`config.mk`:
```
export PLATFORM = sky130hd
export DESIGN_NAME = fpcvt_pipe
export DESIGN_NICKNAME = d
export VERILOG_FILES = /design/src/rtl/fpcvt_pipe.sv
export SDC_FILE = /design/constraint.sdc
export NUM_CORES = 1
export LEC_CHECK = 0
export BUFFER_PORTS_ARGS = -buffer_cell sky130_fd_sc_hd__buf_2
export CAP_MARGIN = 20
export CORE_MARGIN = 2
export CORE_UTILIZATION = 57
export DETAILED_ROUTE_END_ITERATION = 12
export GPL_TIMING_DRIVEN = 0
export MAX_ROUTING_LAYER = met4
export PLACE_DENSITY = 0.76
export RECOVER_POWER = 25
export SYNTH_ARGS = -nofsm -noshare
export SYNTH_HDL_FRONTEND = slang
export SYNTH_SLANG_ARGS = --single-unit
```
`constraint.sdc`:
```
create_clock -name clk -period 4.2 [get_ports clk]
set_input_delay 1.05 -clock clk [delete_from_list [all_inputs] [get_ports clk]]
set_output_delay 1.05 -clock clk [all_outputs]
set_load 0.02 [all_outputs]
```
`src/rtl/fpcvt_pipe.sv`:
```
// Three-stage pipelined linear-to-float converter: two's-complement IN_W -> sign/EXP_W/MANT_W.
// Optional macro FPCVT_ROUND_EN enables round-half-up; undefined gives truncation.
module fpcvt_pipe #(
   parameter int IN_W   = 12,
   parameter int EXP_W  = 3,
   parameter int MANT_W = 4,
   parameter int CNT_W  = 16
) (
   input  logic              clk,
   input  logic              rst_n,
   input  logic              in_valid,
   output logic              in_ready,
   input  logic [IN_W-1:0]   in_data,
   output logic              out_valid,
   input  logic              out_ready,
   output logic              out_sign,
   output logic [EXP_W-1:0]  out_exp,
   output logic [MANT_W-1:0] out_mant,
   output logic              out_sat,
   output logic [CNT_W-1:0]  sat_cnt
);

   localparam int EW = $clog2(IN_W + 2);
   localparam int E_LIM = (IN_W - 1 - MANT_W < 2**EXP_W - 1) ? IN_W - 1 - MANT_W : 2**EXP_W - 1;
   localparam logic [IN_W-1:0] MOST_NEG = {1'b1, {(IN_W-1){1'b0}}};

   logic              adv;
   logic              v1_q, sign1_q, sign1_d, sat1_q, sat1_d;
   logic [IN_W-1:0]   mag1_q, mag1_d;
   logic              v2_q, sign2_q, sat2_q, r2_q, r2_d;
   logic [EW-1:0]     e2_q, e2_d;
   logic [MANT_W-1:0] m2_q, m2_d;
   logic              v3_q, sign3_q, sat3_q, sat3_d;
   logic [EXP_W-1:0]  e3_q, e3_d;
   logic [MANT_W-1:0] m3_q, m3_d;
   logic [CNT_W-1:0]  cnt_q, cnt_d;
   int                lz;
   int                sh;
   logic [MANT_W:0]   msum;
   logic [EW-1:0]     e3_w;

   // The whole pipe moves as one; no bubble collapse.
   assign adv      = out_ready | ~v3_q;
   assign in_ready = adv;

   always_comb begin
      sign1_d = in_data[IN_W-1];
      sat1_d  = 1'b0;
      mag1_d  = in_data;
      if (in_data == MOST_NEG) begin
         mag1_d = ~MOST_NEG;
         sat1_d = 1'b1;
      end else if (sign1_d) begin
         mag1_d = -in_data;
      end
   end

   always_comb begin
      lz = IN_W;
      for (int i = 0; i < IN_W; i++) begin
         if (mag1_q[i]) lz = IN_W - 1 - i;
      end
      sh   = IN_W - MANT_W - lz;
      e2_d = '0;
      m2_d = mag1_q[MANT_W-1:0];
      r2_d = 1'b0;
      if (sh > 0) begin
         e2_d = EW'(sh);
         m2_d = MANT_W'(mag1_q >> sh);
`ifdef FPCVT_ROUND_EN
         r2_d = 1'(mag1_q >> (sh - 1));
`endif
      end
   end

   // Without rounding r2 is always 0, so the overflow/clamp paths below never fire.
   always_comb begin
      msum   = {1'b0, m2_q} + {{MANT_W{1'b0}}, r2_q};
      e3_w   = e2_q;
      sat3_d = sat2_q;
      if (msum[MANT_W]) begin
         msum = {2'b01, {(MANT_W-1){1'b0}}};
         e3_w = e2_q + EW'(1);
      end
      if (e3_w > EW'(E_LIM)) begin
         e3_w   = EW'(E_LIM);
         msum   = {1'b0, {MANT_W{1'b1}}};
         sat3_d = 1'b1;
      end
      m3_d = msum[MANT_W-1:0];
      e3_d = EXP_W'(e3_w);
   end

   always_comb begin
      cnt_d = cnt_q;
      if (v3_q && out_ready && sat3_q && !(&cnt_q)) cnt_d = cnt_q + CNT_W'(1);
   end

   always_ff @(posedge clk or negedge rst_n) begin
      if (!rst_n) begin
         v1_q <= 1'b0; sign1_q <= 1'b0; sat1_q <= 1'b0; mag1_q <= '0;
         v2_q <= 1'b0; sign2_q <= 1'b0; sat2_q <= 1'b0; r2_q <= 1'b0; e2_q <= '0; m2_q <= '0;
         v3_q <= 1'b0; sign3_q <= 1'b0; sat3_q <= 1'b0; e3_q <= '0; m3_q <= '0;
         cnt_q <= '0;
      end else begin
         cnt_q <= cnt_d;
         if (adv) begin
            v1_q    <= in_valid;
            sign1_q <= sign1_d;
            sat1_q  <= sat1_d;
            mag1_q  <= mag1_d;
            v2_q    <= v1_q;
            sign2_q <= sign1_q;
            sat2_q  <= sat1_q;
            r2_q    <= r2_d;
            e2_q    <= e2_d;
            m2_q    <= m2_d;
            v3_q    <= v2_q;
            sign3_q <= sign2_q;
            sat3_q  <= sat3_d;
            e3_q    <= e3_d;
            m3_q    <= m3_d;
         end
      end
   end

   assign out_valid = v3_q;
   assign out_sign  = sign3_q;
   assign out_exp   = e3_q;
   assign out_mant  = m3_q;
   assign out_sat   = sat3_q;
   assign sat_cnt   = cnt_q;

endmodule

```
==> results of run 1 <==
cells in the final DEF (no fill, tap or decap), drive strengths merged, types with 2 or more instances in the layout:
cell type,synthesis,layout
a31oi,3,3
nor2,26,26
nand2,63,63
nor4,3,3
ha,5,5
a221oi,2,2
o31ai,7,7
nor2b,4,4
nor3,6,6
o21ai,20,20
mux2,2,2
or4,2,2
xor2,11,11
o211ai,2,2
a32oi,2,2
or2,3,3
nand4,7,7
nand2b,4,4
clkbuf,7,14
and4,3,3
a21oi,17,17
o311ai,3,3
a2111oi,4,4
buf,11,52
xnor2,14,14
or3,3,3
o22ai,3,3
and3,3,3
o2111ai,2,2
and2,3,3
nand3,14,14
a211oi,3,3
clkinv,1,3
dfrtp,52,52
inv,11,12
a22oi,3,3
layer usage:
metal / vias up / track usage, % / part of all wire (%)
met1: 1270 / 34.9 / 46
met2: 67 / 40.5 / 49
li1: 1310 / - / -
met4: 0 / 5.71 / 1.3
met3: 11 / 3.53 / 4.3
met5: - / - / 0
state kept, by name (all words and copies together), names as in the netlist:
signal and cells:
sat_cnt 16, mag1_q 12, e2_q 4, m2_q 4, out_mant 4, out_exp 3, out_sat 1, out_sign 1
out_valid 1, sat1_q 1, sat2_q 1, sign1_q 1, sign2_q 1, v1_q 1, v2_q 1
worst max-delay path by stage:
stage	end	slack, ps	cells after the start
floorplan	m2_q[3]$_DFFE_PN0P_	1240	15
global placement	in_ready	800	6
detailed placement	in_ready	850	6
CTS	in_ready	830	6
global route	mag1_q[3]$_DFFE_PN0P_	650	2
finish	in_ready	810	6
power by group through the flow:
| stage | sequential [uW] | combinational, uW | clock [uW] |
|---|---|---|---|
| after floorplan | 847 | 694 | 0 |
| after global placement | 791 | 1020 | 0 |
| after detailed placement | 800 | 1030 | 0 |
| after CTS | 788 | 1040 | 294 |
| after global routing | 810 | 1150 | 315 |
| final | 791 | 1050 | 287 |
cells by family after synthesis:
family                     after synthesis  share of synthesized area (%)
xor gates and xnor gates                25                           7.41
buffers and inverters                   30                           4.83
muxes                                    4                           1.80
AOI/OAI and AO/OA                       78                           18.1
and+or+nand+nor                        146                           23.2
adders and majority gates                5                           2.05
DFF                                     52                           42.6
cell type report:
cell class	count	area (um^2)	share of cell area (%)
multi-input cells	258	1610	46.6
clock buffers	5	68.8	1.99
well taps	70	87.6	2.54
repair buffers	43	213	6.17
clock inverters	3	22.5	0.653
flip-flops and latches	52	1300	37.7
plain buffers	18	100	2.90
inverters	12	47.5	1.38
worst max-delay path, delay by kind of cell:
kind	cells	cell delay, ps
buffers and inverters	5	1200
AND/OR/NAND/NOR	1	100
stage by stage:
step                      power [uW]  setup slack [ps]  utilization [%]  std cells  hold slack (ps)
after floorplan                 1540              1240                -        340              430
after global placement          1810               803             65.3        452              442
after detailed placement        1830               846             65.7        453              450
after CTS                       2120               831             67.5        461              473
after global routing            2280               655             67.1        461              490
final                           2130               813             67.1        461              469
==> flow_summary.toml, run 1 <==
[outcome]
status = "completed"

[worst_setup_path]
crit_path_start = "out_ready"
critPathArrivalTime_ps = 2340
critPathKind = "input port to output port"
max_stage_delay_ps = 310
crit_required_ps = 3150
regToRegStartpoint = "mag1_q[8]$_DFFE_PN0P_"
start_kind = "input port"
cp_cell_sequence = "buf_2 > nor2b_1 > clkbuf_1 > clkinv_1 > clkbuf_1 > buf_2"
cp_max_fo = 10
slowest_stage = "clkbuf_1"
setup.worst_path.end_class = "output port"
rrSetupSlack_ps = 930
r2r_end = "m2_q[3]$_DFFE_PN0P_"
ff2ff_path_depth = 15

[synthesis]
synth.most_common_cell = "nand2_1"
yosys_warnings = 0
synth_seq_cells = 52
ys_top_cells_by_count = "nand2_1 (62), dfrtp_1 (52), nor2_1 (26)"
ys_async_sr_fraction_pct = 100
syn_avg_cell_area_um2 = 8.99
synth-edff-count = 0
yosys.area.top_type = "dfrtp_1"
synth_fp_nets = 361
netlist_area_mm2 = 0.00306
syn-instance-count = 340
synthTopCellsByArea = "dfrtp_1 (43%), nand2_1 (7.6%), xnor2_1 (4.0%), nor2_1 (3.2%), xor2_1 (2.9%)"
ys.flop_type = "dfrtp_1"
synth.distinct_cells = 67
seq_area_frac_synth_pct = 42.6
synth_top_area_share_pct = 42.6

[clock_network]
cts_max_level = 2
cts_setup_buffers = 0
cts_hold_buf = 0
cts.sinks = 52
cts_tree = "done"
ctsResizeCount = 0
root_buffer = "clkbuf_8"
clkSlewWorstSetupHoldPaths_ps = 90
cts_made_buffers = 5
clock_path_buffers = 2
worstSkewPairLatency_ps = 300

[finish]
diodes = 0
fillerInstances = 460
nets = 411
area_growth_pct = 12.8
drive_above_1_share_pct = 20.2
finalInstanceArea_mm2 = 0.00345

[route]
wl_mm = 6.94
vias = 2658
drt_iter0_markers = 240
drtAntennaViolNets = 0
vias_per_cell = 5.77
routedWlPerCell_um = 15.1
drt_pass1_iterations = 4
post-route-drc-count = 0

[global_route]
grt_pass1_vias = 2455
grt_antenna_before_repair = 0
grt_overflow = 0
grt_max_degree = 28
grtUsageTotal_pct = 25.4
grt_first_pass_wirelength_mm = 11.8

[power]
combPwrFrac_pct = 49.4
power_frac_seq_pct = 37.1
p_leak_uw = 0.00159
pwr-share-clk_pct = 13.5
power.density_mw_per_mm2 = 617
vdd_drop_max_v = 0.000303
p_sw_uw = 953
switching_share_pct = 44.8
p_int_uw = 1180

[timing]
fin_worst_skew_ps = 6.35
tns_ps = 0
slew_violations = 0
min_period_ps = 3390
finalSetupViolations = 0
post-route-period-util_pct = 80.6
tightestPinTransition_ps = 1460
slew_headroom_pct = 2.98
finalHoldViolations = 0
rsz0062_at_grt = "false"
max_freq_mhz = 295

[flow_run]
max-cap-violations = 0

[hold_path]
holdPathEnd = "out_exp[0]$_DFFE_PN0P_"
holdPathStages = 2
min-delay-start = "out_exp[0]$_DFFE_PN0P_"
hp-class = "flip-flop to flip-flop"

[placement]
portBuffers = 42
place_congestion = 0.940
dpl-instance-area_mm2 = 0.00338
dp_hpwl_mm = 5.28

[floorplanning]
start_util_pct = 59.5
dieArea_mm2 = 0.00597
boundaryPins = 43
core_mm2 = 0.00514
rows = 26
fp.dieH_um = 77.2
die_x_um = 77.2
(Power assumes the default switching activity.)
==> inputs of run 2 (changes only) <==
- CORE_UTILIZATION: 57 -> 52
- PLACE_DENSITY: 0.76 -> 0.73
- clock period: 4.2 -> 2.8 ns (I/O delays scaled with it)
==> flow_summary.toml, run 2 (synthesized netlist as in run 1, its figures left out) <==
[route]
wl_mm = 6.87
drtAntennaViolNets = 0
routedWlPerCell_um = 14.5
drt_pass1_iterations = 4
vias_per_cell = 5.58
drt_iter0_markers = 150
vias = 2640
post-route-drc-count = 0

[power]
vdd_drop_max_v = 0.000392
p_leak_uw = 0.00166
power.total_uw = 3350
power.density_mw_per_mm2 = 920

[worst_setup_path]
crit_family = "compound AO/OA/AOI/OAI gates"
max_stage_delay_ps = 480
critPathKind = "flip-flop to flip-flop"
crit_required_ps = 3000
cp_cell_sequence = "nand2b_1 > a221oi_2 > o21a_4 > clkinv_4 > nand3_4 > ha_4 > buf_8 > nand2_4 > nor2_1 > a31oi_1 > o21ai_1 > or2_4 > a221oi_2 > a21oi_1"
cp_max_fo = 7
start_kind = "flip-flop"
cp_common_cell = "a221oi_2"
setup.worst_path.end_class = "flip-flop"
slowest_stage = "dfrtp_2"
cp.buffers_inverters = 2
critPathArrivalTime_ps = 3000

[timing]
fin_ws_ps = -1.19
rsz0062_at_grt = "true"
slew_headroom_pct = 39.4
max_freq_mhz = 357
finalHoldWorstSlack_ps = 417
fin_worst_skew_ps = 11.9
min_period_ps = 2800
slew_violations = 0
finalSetupViolations = 1
tightestPinTransition_ps = 909
finalHoldViolations = 0
post-route-period-util_pct = 100

[clock_network]
clkSlewWorstSetupHoldPaths_ps = 100
root_buffer = "clkbuf_8"
cts_made_buffers = 5
clock_path_buffers = 2
cts_hold_buf = 0
cts_tree = "done"
worstSkewPairLatency_ps = 310
cts_max_level = 2
cts.sinks = 52

[floorplanning]
die_x_um = 80.7
fp.dieH_um = 80.7
rows = 27
boundaryPins = 43
dieArea_mm2 = 0.00651
core_mm2 = 0.00561
start_util_pct = 54.5

[global_route]
grtUsageTotal_pct = 23.1
grt_overflow = 0
grt_max_degree = 40
grt_antenna_before_repair = 0
grt_pass1_vias = 2405
grt_first_pass_wirelength_mm = 11.3

[finish]
nets = 421
multi_input_area_mm2 = 0.00170
area_growth_pct = 19.0
final_common_cell = "nand2_1"
regArea_mm2 = 0.00131
diodes = 0
finish.utilization_pct = 64.9
fillerInstances = 499
largest_register_ffs = 16
final_cell_mix = "nand2_1 (61), dfrtp_1 (47), buf_2 (44)"
drive_above_1_share_pct = 26.7

[flow_run]
max-cap-violations = 0

[outcome]
status = "finished with violations"
violations = "setup timing"

[placement]
place_congestion = 0.905
portBuffers = 42
dp_hpwl_mm = 5.11

[hold_path]
hp-class = "input port to asynchronous set/reset pin"
==> run 2: worst paths after layout <==
check | from | endpoint | slack (ps) | depth (start not counted)
worst max register to register | mag1_q[1]$_DFFE_PN0P_ | m2_q[3]$_DFFE_PN0P_ | -1 | 14
min in group clk | v2_q$_DFFE_PN0P_ | out_valid$_DFFE_PN0P_ | 460 | 1
worst max-delay path | mag1_q[1]$_DFFE_PN0P_ | m2_q[3]$_DFFE_PN0P_ | -1 | 14
worst min-delay path | rst_n | sat_cnt[5]$_DFFE_PN0P_ | 420 | 1
max in group asynchronous | rst_n | mag1_q[1]$_DFFE_PN0P_ | 960 | 2
worst min register to register | v2_q$_DFFE_PN0P_ | out_valid$_DFFE_PN0P_ | 460 | 1
==> run 2: area by class of cell <==
cell class	count	share of cell area (%)
repair buffers	55	8.35
clock buffers	6	1.99
flip-flops and latches	52	35.9
well taps	72	2.48
clock inverters	2	0.447
inverters	12	1.38
multi-input cells	258	46.6
plain buffers	16	2.78
==> run 2: metal layers <==
layer  part of all wire [%]  global-route usage [%]
met1                     47                    31.5
met2                     46                    34.9
met5                      0                       -
met4                    2.0                    9.32
met3                    5.3                    3.37
==> run 2: metrics by stage <==
stage	TNS (ps)	instances	cell area, um^2	setup WS (ps)
after global routing	-197	473	3640	-90.5
after global placement	-578	454	3400	-222
after detailed placement	-659	455	3420	-232
after CTS	0	467	3580	9.99
after floorplan	0	340	3100	5.61
final	-1.19	473	3640	-1.19
==> run 2: power breakdown <==
group / internal (uW) / switching [uW] / total, uW
combinational: 720 / 1010 / 1730
clock: 178 / 249 / 427
sequential: 984 / 208 / 1190
total: 1880 / 1470 / 3350
==> run 2: what timing repair did <==
| action | CTS | global route |
|---|---|---|
| setup endpoints to repair | 6 | 5 |
| pin swaps | 9 | 9 |
| gates resized for setup | 13 | 12 |
| buffers inserted | 5 | 7 |
==> inputs of run 3 (changes only) <==
- BUFFER_PORTS_ARGS: -buffer_cell sky130_fd_sc_hd__buf_2 -> -buffer_cell sky130_fd_sc_hd__clkbuf_2
- CELL_PAD_IN_SITES_DETAIL_PLACEMENT: not set -> 2
- CELL_PAD_IN_SITES_GLOBAL_PLACEMENT: not set -> 2
- CORE_UTILIZATION: 52 -> 32
==> flow_summary.toml, run 3 (synthesized netlist as in run 1, its figures left out) <==
[outcome]
status = "finished with violations"
violations = "setup timing"

[placement]
place_ws_ps = -330
place_congestion = 0.863
dp_cells = 512
dp_hpwl_mm = 6.76
portBuffers = 42

[power]
p_sw_uw = 1660
power_frac_seq_pct = 31.9
p_leak_uw = 0.00176
combPwrFrac_pct = 54.6
pwr-share-clk_pct = 13.5
switching_share_pct = 43.9
power.density_mw_per_mm2 = 964
p_int_uw = 2120
vdd_drop_max_v = 0.000269
power.total_uw = 3770

[worst_setup_path]
crit_path_start = "mag1_q[8]$_DFFE_PN0P_"
start_kind = "flip-flop"
critPathKind = "flip-flop to flip-flop"
ff2ff_path_depth = 15
crit_required_ps = 2990
regToRegStartpoint = "mag1_q[8]$_DFFE_PN0P_"
rrSetupSlack_ps = -100
critPathArrivalTime_ps = 3100
r2r_end = "m2_q[3]$_DFFE_PN0P_"
setup.worst_path.end_class = "flip-flop"
cp_max_fo = 8

[route]
drt_pass1_iterations = 4
vias_per_cell = 5.20
routedWlPerCell_um = 17.7
vias = 2816
wl_mm = 9.62
drtAntennaViolNets = 0
drt_iter0_markers = 94
post-route-drc-count = 0

[timing]
tns_ps = -131
max_freq_mhz = 344
fin_ws_ps = -103
slew_headroom_pct = 25.5
slew_violations = 0
finalSetupViolations = 3
post-route-period-util_pct = 104
fin_worst_skew_ps = 10.1
finalHoldViolations = 0
rsz0062_at_grt = "true"
tightestPinTransition_ps = 1120
min_period_ps = 2900
finalHoldWorstSlack_ps = 471

[clock_network]
cts_max_level = 2
root_buffer = "clkbuf_8"
cts_made_buffers = 5
worstSkewPairLatency_ps = 310
cts_hold_buf = 0
clock_path_buffers = 2
cts_tree = "done"
cts.sinks = 52
clkSlewWorstSetupHoldPaths_ps = 90

[floorplanning]
fp.dieH_um = 102
die_x_um = 102
core_mm2 = 0.00924
dieArea_mm2 = 0.0104
boundaryPins = 43
rows = 35
start_util_pct = 33.1

[hold_path]
hp-class = "flip-flop to flip-flop"
min-delay-start = "out_mant[1]$_DFFE_PN0P_"
holdPathEnd = "out_mant[1]$_DFFE_PN0P_"
holdPathStages = 2

[global_route]
grt_pass1_vias = 2986
grtUsageTotal_pct = 19.7
grt_max_degree = 32
grt_antenna_before_repair = 0
grt_first_pass_wirelength_mm = 15.6
grt_overflow = 0

[finish]
diodes = 0
drive_above_1_share_pct = 31.2
largest_register_ffs = 16
nets = 433
final_cell_mix = "nand2_1 (61), dfrtp_1 (47), clkbuf_2 (44)"
fin_cells = 542
final_common_cell = "nand2_1"
area_growth_pct = 28.0

[flow_run]
max-cap-violations = 0
## run 3: changes by cell type in the layout (fill, tap and decap cells not counted), sizes merged
| cell | change |
|---|---|
| clkbuf | +42 |
| clkinv | +1 |
| bufinv | +1 |
| buf | -30 |
| clkinvlp | -1 |
| inv | -1 |
## run 3: cell type report
type | count | area [um^2]
sequential | 52 | 1310
inverter | 12 | 53.8
buffer | 17 | 118
timing repair buffer | 66 | 387
fill | 1043 | 5330
clock inverter | 2 | 35.0
tap | 129 | 161
clock buffer | 6 | 72.6
multi-input combinational | 258 | 1780
## run 3: repair_timing
| action | CTS | global route |
|---|---|---|
| buffers inserted | 17 | 6 |
| gates cloned | 0 | 0 |
| endpoints found under the setup margin | 7 | 7 |
| resized for setup | 18 | 28 |
| pin swaps | 11 | 11 |
## run 3: worst max-delay path, cell delays in order, from the launching register on
cell      delay (ps)
dfrtp_1          410
buf_6            150
nor4_1           290
o31a_1           230
or2_4            170
nand3_4           80
ha_4             250
buf_8            120
nand2_4           60
nor2_2            30
a31oi_1          130
o21ai_1          120
or2_1            260
buf_6            140
a221oi_2         250
a21oi_1           90
## run 3: how the worst max path moves through the flow
stage	to	slack (ps)	cells after the start
6_report	m2_q[3]$_DFFE_PN0P_	-100	15
3_3_place_gp	m2_q[3]$_DFFE_PN0P_	-300	16
5_1_grt	m2_q[3]$_DFFE_PN0P_	-330	15
4_1_cts	m2_q[3]$_DFFE_PN0P_	-60	16
2_1_floorplan	m2_q[3]$_DFFE_PN0P_	6	16
3_5_place_dp	m2_q[3]$_DFFE_PN0P_	-330	16
## run 3: through the flow
stage | instance area (um^2) | util, %
finish | 3920 | 42.4
global route | 3920 | 42.4
CTS | 3780 | 41.0
detailed placement | 3500 | 37.8
global placement | 3480 | 37.6
floorplan | 3100 | -
## run 3: metal layers
layer | vias to the layer above | routed length (um) | part of all wire [%] | global-route usage [%]
li1 | 1355 | - | - | -
met1 | 1408 | 4300 | 45 | 25.7
met2 | 44 | 4980 | 52 | 32.6
met3 | 9 | 217 | 2.3 | 2.35
met4 | 0 | 127 | 1.3 | 4.47
met5 | - | 0 | 0 | -
## run 3: power groups by stage
| stage | registers (uW) | logic, uW | clock network [uW] |
|---|---|---|---|
| global route | 1240 | 2270 | 561 |
| finish | 1200 | 2060 | 510 |
| CTS | 1200 | 1870 | 531 |
| global placement | 1200 | 1620 | 0 |
| floorplan | 1270 | 1090 | 0 |
| detailed placement | 1220 | 1670 | 0 |
